===== config.mk =====
export PLATFORM = sky130hd
export DESIGN_NAME = conv_sequencer
export DESIGN_NICKNAME = d
export VERILOG_FILES = /design/src/rtl/tpu_pkg.sv /design/src/rtl/conv_window_walker.sv /design/src/rtl/conv_sequencer.sv
export SDC_FILE = /design/constraint.sdc
export NUM_CORES = 1
export LEC_CHECK = 0
export ABC_AREA = 0
export BUFFER_PORTS_ARGS = -buffer_cell sky130_fd_sc_hd__buf_4
export CORE_MARGIN = 3
export CORE_UTILIZATION = 35
export DETAILED_ROUTE_END_ITERATION = 16
export PLACE_DENSITY = 0.54
export SYNTH_ARGS = -nofsm -noshare
export SYNTH_HDL_FRONTEND = slang
export SYNTH_SLANG_ARGS = --single-unit

===== constraint.sdc =====
create_clock -name clk -period 7 [get_ports clk]
set_clock_uncertainty 0.2 [all_clocks]
set_input_delay 1.05 -clock clk [delete_from_list [all_inputs] [get_ports clk]]
set_output_delay 1.05 -clock clk [all_outputs]
set_load 0.005 [all_outputs]

===== src/rtl/tpu_pkg.sv =====
// Shared types and geometry for the convolution sequencer.
// Window count depends on CONV_PAD_EN (zero "same" padding when defined).
package tpu_pkg;

    localparam int CFG_MATRIX_DIM = 16;
    localparam int CFG_CONV_DIM   = 3;
    localparam int MW             = $clog2(CFG_MATRIX_DIM);
    localparam int KW             = $clog2(CFG_CONV_DIM);
    localparam int N_TAPS         = CFG_CONV_DIM * CFG_CONV_DIM;

`ifdef CONV_PAD_EN
    localparam int OUT_DIM = CFG_MATRIX_DIM;
`else
    localparam int OUT_DIM = CFG_MATRIX_DIM - CFG_CONV_DIM + 1;
`endif

    typedef enum logic [2:0] {
        IDLE,
        LOAD_K,
        LOAD_M,
        TAP,
        HOLD,
        FIN
    } seq_state_t;

    typedef struct packed {
        logic [KW-1:0] x;
        logic [KW-1:0] y;
    } conv_coord_t;

    // One bit wider than a matrix address so off-edge taps show up as negative.
    typedef struct packed {
        logic signed [MW:0] x;
        logic signed [MW:0] y;
    } base_coord_t;

endpackage


===== src/rtl/conv_window_walker.sv =====
// Nested tap and base counters (x fastest); used for both load ordering and window walking.
// base_last selects the base range: full matrix while loading, last window origin while computing.
module conv_window_walker
    import tpu_pkg::*;
#(
    parameter int CONV_DIM = CFG_CONV_DIM
) (
    input  logic          clk,
    input  logic          rst,
    input  logic          tap_clr,
    input  logic          tap_step,
    input  logic          base_clr,
    input  logic          base_step,
    input  logic [MW-1:0] base_last,
    output conv_coord_t   tap,
    output logic [MW-1:0] base_x,
    output logic [MW-1:0] base_y,
    output logic          last_tap,
    output logic          last_window
);

    localparam logic [KW-1:0] TAP_LAST = KW'(CONV_DIM - 1);

    assign last_tap    = (tap.x == TAP_LAST) && (tap.y == TAP_LAST);
    assign last_window = (base_x == base_last) && (base_y == base_last);

    // NOTE: sequential state uses non-blocking assignments so every counter
    // samples the pre-edge values of the others.
    always_ff @(posedge clk or negedge rst) begin
        if (!rst) begin
            tap <= '0;
        end else if (tap_clr) begin
            tap <= '0;
        end else if (tap_step) begin
            if (tap.x == TAP_LAST) begin
                tap.x <= '0;
                tap.y <= (tap.y == TAP_LAST) ? '0 : tap.y + 1'b1;
            end else begin
                tap.x <= tap.x + 1'b1;
            end
        end
    end

    always_ff @(posedge clk or negedge rst) begin
        if (!rst) begin
            base_x <= '0;
            base_y <= '0;
        end else if (base_clr) begin
            base_x <= '0;
            base_y <= '0;
        end else if (base_step) begin
            if (base_x == base_last) begin
                base_x <= '0;
                base_y <= (base_y == base_last) ? '0 : base_y + 1'b1;
            end else begin
                base_x <= base_x + 1'b1;
            end
        end
    end

endmodule


===== src/rtl/conv_sequencer.sv =====
// Control FSM for the convolution datapath: loads kernel/matrix, walks windows, hands out results.
// Define CONV_PAD_EN for zero ("same") padding; default build computes valid-only windows.
module conv_sequencer
    import tpu_pkg::*;
#(
    parameter int DATA_WIDTH = 8,
    parameter int MATRIX_DIM = CFG_MATRIX_DIM,
    parameter int CONV_DIM   = CFG_CONV_DIM
) (
    input  logic          clk,
    input  logic          rst,
    input  logic          start,
    input  logic          keep_kernel,
    input  logic          in_valid,
    output logic          in_ready,
    output logic          k_we,
    output logic [KW-1:0] k_x,
    output logic [KW-1:0] k_y,
    output logic          m_we,
    output logic [MW-1:0] m_x,
    output logic [MW-1:0] m_y,
    output logic          mac_clr,
    output logic          mac_en,
    output logic          pad_zero,
    output logic          out_valid,
    input  logic          out_ready,
    output logic          busy,
    output logic          done
);

    seq_state_t    state, state_next;
    conv_coord_t   tap;
    logic [MW-1:0] base_x, base_y, base_last;
    logic          last_tap, last_window;
    logic          tap_clr, tap_step, base_clr, base_step;

    assign base_last = (state == LOAD_M) ? MW'(MATRIX_DIM - 1) : MW'(OUT_DIM - 1);
    assign busy      = (state != IDLE);

    conv_window_walker #(.CONV_DIM(CONV_DIM)) u_walker (
        .clk         (clk),
        .rst         (rst),
        .tap_clr     (tap_clr),
        .tap_step    (tap_step),
        .base_clr    (base_clr),
        .base_step   (base_step),
        .base_last   (base_last),
        .tap         (tap),
        .base_x      (base_x),
        .base_y      (base_y),
        .last_tap    (last_tap),
        .last_window (last_window)
    );

    always_ff @(posedge clk or negedge rst) begin
        if (!rst) state <= IDLE;
        else      state <= state_next;
    end

    // NOTE: every output of this block gets a default first, so no path
    // through the case can leave one unassigned and infer a latch.
    always_comb begin
        state_next = state;
        in_ready   = 1'b0;
        k_we       = 1'b0;
        m_we       = 1'b0;
        mac_en     = 1'b0;
        mac_clr    = 1'b0;
        out_valid  = 1'b0;
        done       = 1'b0;
        tap_clr    = 1'b0;
        tap_step   = 1'b0;
        base_clr   = 1'b0;
        base_step  = 1'b0;
        case (state)
            IDLE: begin
                if (start) begin
                    tap_clr    = 1'b1;
                    base_clr   = 1'b1;
                    state_next = keep_kernel ? LOAD_M : LOAD_K;
                end
            end
            LOAD_K: begin
                in_ready = 1'b1;
                if (in_valid) begin
                    k_we     = 1'b1;
                    tap_step = 1'b1;
                    if (last_tap) state_next = LOAD_M;
                end
            end
            LOAD_M: begin
                in_ready = 1'b1;
                if (in_valid) begin
                    m_we      = 1'b1;
                    base_step = 1'b1;
                    if (last_window) state_next = TAP;
                end
            end
            TAP: begin
                mac_en   = 1'b1;
                mac_clr  = (tap.x == '0) && (tap.y == '0);
                tap_step = 1'b1;
                if (last_tap) state_next = HOLD;
            end
            HOLD: begin
                out_valid = 1'b1;
                if (out_ready) begin
                    base_step  = 1'b1;
                    state_next = last_window ? FIN : TAP;
                end
            end
            FIN: begin
                done       = 1'b1;
                state_next = IDLE;
            end
            default: state_next = IDLE;
        endcase
    end

`ifdef CONV_PAD_EN
    localparam logic [MW:0] PAD = (MW + 1)'((CONV_DIM - 1) / 2);
    base_coord_t pos;

    // Top overflow (up to MATRIX_DIM-1+PAD) wraps into the negative half, so the
    // sign bit alone flags any tap outside the matrix.
    always_comb begin
        pos.x = {1'b0, base_x} + (MW + 1)'(tap.x) - PAD;
        pos.y = {1'b0, base_y} + (MW + 1)'(tap.y) - PAD;
    end
`endif

    always_comb begin
        k_x      = '0;
        k_y      = '0;
        m_x      = '0;
        m_y      = '0;
        pad_zero = 1'b0;
        case (state)
            LOAD_K: begin
                k_x = tap.x;
                k_y = tap.y;
            end
            LOAD_M: begin
                m_x = base_x;
                m_y = base_y;
            end
            TAP: begin
                k_x = tap.x;
                k_y = tap.y;
`ifdef CONV_PAD_EN
                if (pos.x[MW] || pos.y[MW]) begin
                    pad_zero = 1'b1;
                end else begin
                    m_x = pos.x[MW-1:0];
                    m_y = pos.y[MW-1:0];
                end
`else
                m_x = base_x + MW'(tap.x);
                m_y = base_y + MW'(tap.y);
`endif
            end
            default: ;
        endcase
    end

endmodule


## Yosys cells after proc, flatten, opt, wreduce, memory -nomap -nowiden

Cells that the tools add are included.

| operators by class | value |
|---|---|
| add/subtract/negate cells | 6 |
| $mul | 0 |
| divide/modulo/power cells | 0 |
| order comparisons | 0 |
| equal/unequal tests | 16 |
| shifts and indexed selects | 0 |
| muxes and demuxes | 40 |
| bitwise logic cells | 0 |
| reductions and logical operators | 16 |

Operator list:

| cell | count |
|---|---|
| two-way mux 4 bit | 9 |
| two-way mux 3 bit | 8 |
| one-hot mux 4 bit (2 select lines) | 2 |
| one-hot mux 3 bit (5 select lines) | 1 |
| two-way mux 2 bit | 7 |
| != test 2 bit, second input constant | 7 |
| two-way mux 1 bit | 11 |
| adder 4 x 1 -> 4 bit, second input constant | 2 |
| adder 4 x 2 -> 4 bit | 2 |
| == test 4 bit | 2 |
| nonzero test 2 bit | 4 |
| AND reduction 7 bit | 1 |
| == test 3 x 2 -> 1 bit, second input constant | 2 |
| == test 3 bit, second input constant | 2 |
| adder 2 x 1 -> 2 bit, second input constant | 2 |
| == test 2 bit, second input constant | 2 |
| zero test 2 bit | 2 |
| one-hot mux 1 bit (2 select lines) | 2 |
| AND reduction 2 bit | 2 |
| OR reduction 2 bit | 2 |
| == test 3 x 1 -> 1 bit, second input constant | 1 |
| logical AND 1 bit | 3 |
| zero test 3 bit | 1 |
| nonzero test 3 bit | 1 |

| word-level totals | value |
|---|---|
| flip-flop bits (word level) | 15 |
| latch bits | 0 |
| memory bits (writable) | 0 |
| ROM bits | 0 |
| bits of input ports | 6 |
| output and inout port bits | 21 |
| word-level logic and storage cells | 83 |
| memories | 0 |

## Longest topological paths before layout

| logic depth | value |
|---|---|
| depth after elaboration | 7 |
| gate-level depth with buffers | 10 |
| depth with buffers taken out | 8 |

## By module

From an unflattened synthesis, not the netlist that was laid out.

| unflattened totals | value |
|---|---|
| cells, all modules | 165 |
| area total of the unflattened synthesis | 1353.8 µm² |

By module, submodules not included:

| module | instances | cells an instance | area each (µm²) | seq. area each (µm²) |
|---|---|---|---|---|
| conv_window_walker | 1 | 74 | 698.2 | 300.3 |
| conv_sequencer | 1 | 91 | 655.6 | 75.1 |

## Worst setup path after synthesis

OpenSTA, ideal clock, no wires.

| timing path | value |
|---|---|
| kind | reg2out |
| start | register state[0] |
| end | output port m_x[1] |
| arrival | 1.392 ns |
| required time | 5.750 ns |
| slack | 4.358 ns |
| stages on the path, launching flop included | 7 |
| path buffers | 2 |
| path through | dfrtp_1 > clkbuf_1 > clkbuf_1 > nor2_1 > ha_1 > a21oi_1 > nor2_1 |

| on the way | value |
|---|---|
| word-level cells in the longest chain between the ends | 2 |
| elaborated cells between the ends (all ways) | 3 |
| those cells by class | eq/ne: 2; mux: 1 |

Ends and longest elaborated chain:

| what | RTL line | text |
|---|---|---|
| start: declaration | conv_sequencer.sv:31 | `seq_state_t state, state_next;` |
| start signal: assignment | conv_sequencer.sv:57 | `else state <= state_next;` |
| == test 3 x 2 -> 1 bit | conv_sequencer.sv:138 | `case (state)` |
| one-hot mux 4 bit (2 select lines) * | conv_sequencer.sv:138 |  |
| end: declaration | conv_sequencer.sv:20 | `output logic [MW-1:0] m_x,` |

Every way passes the cells marked *; elsewhere a longest branch is shown, timed or not.

## Worst setup path after layout

| timing path | value |
|---|---|
| start | register state[2] |
| end | output port m_y[1] |

| on the way | value |
|---|---|
| word-level cells in the longest chain between the ends | 2 |
| elaborated cells between the ends (all ways) | 3 |
| those cells by class | eq/ne: 2; mux: 1 |

Ends and longest elaborated chain:

| what | RTL line | text |
|---|---|---|
| == test 3 x 2 -> 1 bit | conv_sequencer.sv:138 |  |
| one-hot mux 4 bit (2 select lines) * | conv_sequencer.sv:138 |  |
| end: declaration | conv_sequencer.sv:21 | `output logic [MW-1:0] m_y,` |

Marks and branches as above.

==> flow_summary.ini <==
[run_status]
status = complete, no violations

[flow_run]
max_cap_viol_count = 0

[clock_network]
insertion_delay_ns = 0.29
cts_tree = built
cts_resized = 0
post-cts-setup-buffers = 0
clkTransAtPathRegs_ns = 0.10
cts_made_buffers = 3
root_buffer = clkbuf_4
clock_path_buffers = 2
holdBufCountCts = 0
cts.sinks = 15
cts_max_level = 1

[logic_synthesis]
synthAdderAreaFrac_pct = 11.1
synth_mux_area_share_pct = 3.96
yosysTopAreaCellShare_pct = 29.7
async_flop_share_pct = 100
synth-edff-count = 0
synth_cell_types = 38
synth_commonest_cells = 16 x a21oi_1, 16 x nor2_1, 15 x dfrtp_1
synth_compound_area_share_pct = 14.5
yosysWarnings = 0
synth-xor-area-share_pct = 2.77
synthCells = 155
synth_top_flop_cell = dfrtp_1
synth_top_family_by_area = simple AND/OR/NAND/NOR gates
synth_fp_nets = 171
yosys.area_share.simple_pct = 31.5
ys_ff_latch = 15
syn_area_per_cell_um2 = 8.16
yosys-top-cells-area = dfrtp_1 30%, ha_1 7.9%, a21oi_1 6.3%, nor2_1 4.7%, mux2i_1 4.0%
ys_seq_area_share_pct = 29.7
netlist_area_um2 = 1260
synth_top_area_cell = dfrtp_1

[setup_path]
path_class = reg -> out
end_kind = output pin
cp_common_cell = nor2_1
worstPathRequired_ns = 5.75
cp_cell_sequence = inv_1 -> nand2_1 -> nor2_1 -> ha_1 -> a21oi_1 -> nor2_1 -> buf_4
crit_slowest_cell = dfrtp_1
cp_max_fo = 11
r2r-start = state[2]
crit_arrival_ns = 1.94
crit_path_max_incr_delay_ns = 0.49
reg2reg_depth = 8
rrSetupSlack_ns = 4.12
r2r_end = u_walker.base_y[2]
crit_path_start_kind = register

[final_layout]
final_nets = 192
postLayoutCellArea_um2 = 1490
fillers = 360
diodes = 0
ff_latch_area_um2 = 375
drive_gt1_share_pct = 19.4
area_growth_pct = 17.7
multi_input_area_um2 = 816

[placed_design]
postPlaceCellArea_um2 = 1460
port_buffers = 25
place_congestion = 0.886
hpwlAfterDp_mm = 2.36

[timing]
rsz0062_at_grt = no
period_share_pct = 45.6
relSlewSlack_pct = 41.5
setup_viol = 0
final-hold-violation-count = 0
tightest_slew_ns = 0.873
drv_slew = 0
min_period_ns = 3.19
max_freq_ghz = 0.313
finalSetupTns_ns = 0

[floorplanning]
boundaryPins = 27
fp-row-count = 21
floorplan.initialDensity_pct = 37.0
coreArea_um2 = 3420
die-area_um2 = 4370
die_w_um = 66.1
die_h_um = 66.1

[power_and_ir_drop]
p_sw_share_pct = 46.3
power_leakage_nw = 0.691
p_switching_uw = 239
intPower_uw = 277
power.density_nw_per_um2 = 346
total_power_uw = 516
p_comb_share_pct = 54.9
power.share.clock_pct = 10.0
power_frac_seq_pct = 35.1
peakVddDrop_uv = 153

[global_routing]
grt_pass1_wl_mm = 5.44
grt_max_degree = 24
grt_pass1_vias = 1136
antenna_found_initial = 0
gr-total-overflow = 0
grt_usage_pct = 15.8

[drt]
route.detailed.wl_per_inst_um = 14.0
dr.pass1.iters = 4
drtIter0Drc = 82
drt_wl_total_mm = 3.08
vias_per_cell = 5.07
route.detailed.drc = 0
vias = 1121
antenna_left = 0

[worst_hold_path]
holdCritPathClass = in -> async
-- flip-flops by register name, indices dropped and copies added, names as in the netlist --
| name | cells |
|---|---|
| state | 3 |
| u_walker.base_x | 4 |
| u_walker.base_y | 4 |
| u_walker.tap | 4 |
-- cells in the final DEF (no fill, tap or decap), types with 2 or more instances in the layout --
cell,n
a21oi_1,16
and2_1,5
buf_4,25
clkbuf_4,3
dfrtp_1,15
fa_1,2
ha_1,8
inv_1,7
mux2i_1,5
nand2_1,12
nand2b_1,8
nand3_1,8
nand4b_1,2
nor2_1,16
nor3_1,4
nor4_1,2
o21ai_0,8
o22ai_1,2
o31ai_1,2
or3_1,4
xor2_1,3
-- power by group through the flow --
stage / clock [mW] / sequential, mW / combinational (mW)
finish: 0.0517 / 0.181 / 0.283
global route: 0.0579 / 0.189 / 0.325
CTS: 0.0546 / 0.180 / 0.288
detailed placement: 0 / 0.182 / 0.286
global placement: 0 / 0.180 / 0.283
floorplan: 0 / 0.144 / 0.226
-- routing by layer --
metal	wire, um	global-route usage (%)	part of all wire, %	vias up
met3	110	1.87	3.6	4
met5	0	0	0	-
li1	-	-	-	579
met1	1570	22.5	51	519
met2	1370	24.8	44	19
met4	34	5.33	1.1	0
-- stage by stage --
step                hold slack [ns]  util, %  setup slack [ns]  instances
CTS                           0.401     43.6              3.79        221
floorplan                     0.348        -              4.36        155
global placement              0.391     42.8              4.18        217
finish                        0.401     43.6              3.81        221
detailed placement            0.403     42.8              4.12        217
global route                  0.401     43.6              3.60        221
-- final cells by class --
type	instances	share of cell area, %
multi-input combinational	124	54.8
sequential	15	25.2
timing repair buffer	25	12.6
tap	46	3.87
clock buffer	4	1.76
inverter	7	1.76
-- cells by family (layout without fill, tap and decap cells) --
logic type | count (synthesis) | after routing
simple gates | 72 | 72
flops | 15 | 15
other cells | 1 | 1
xor+xnor | 4 | 4
mux | 5 | 5
compound gates | 32 | 32
buf+inv | 16 | 36
fa+ha+maj | 10 | 10
-- critical path: cells and delay by family (launching register included) --
family	cells	cell delay (ns)
buffers and inverters	2	0.31
adders and majority gates	1	0.18
AOI/OAI and AO/OA	1	0.04
DFF	1	0.49
and+or+nand+nor	3	0.64
-- how the worst max path moves through the flow --
stage               slack, ns  cells past startpoint     start                 end
CTS                      3.79                      7  state[2]              m_y[1]
global placement         4.18                      4  state[0]              m_y[3]
finish                   3.81                      7  state[2]              m_y[1]
global route             3.60                      4  state[0]              m_y[3]
floorplan                4.36                      6  state[0]              m_x[1]
detailed placement       4.12                      8  state[2]  u_walker.base_y[2]
Note: power is estimated with default switching activity, not from simulation.
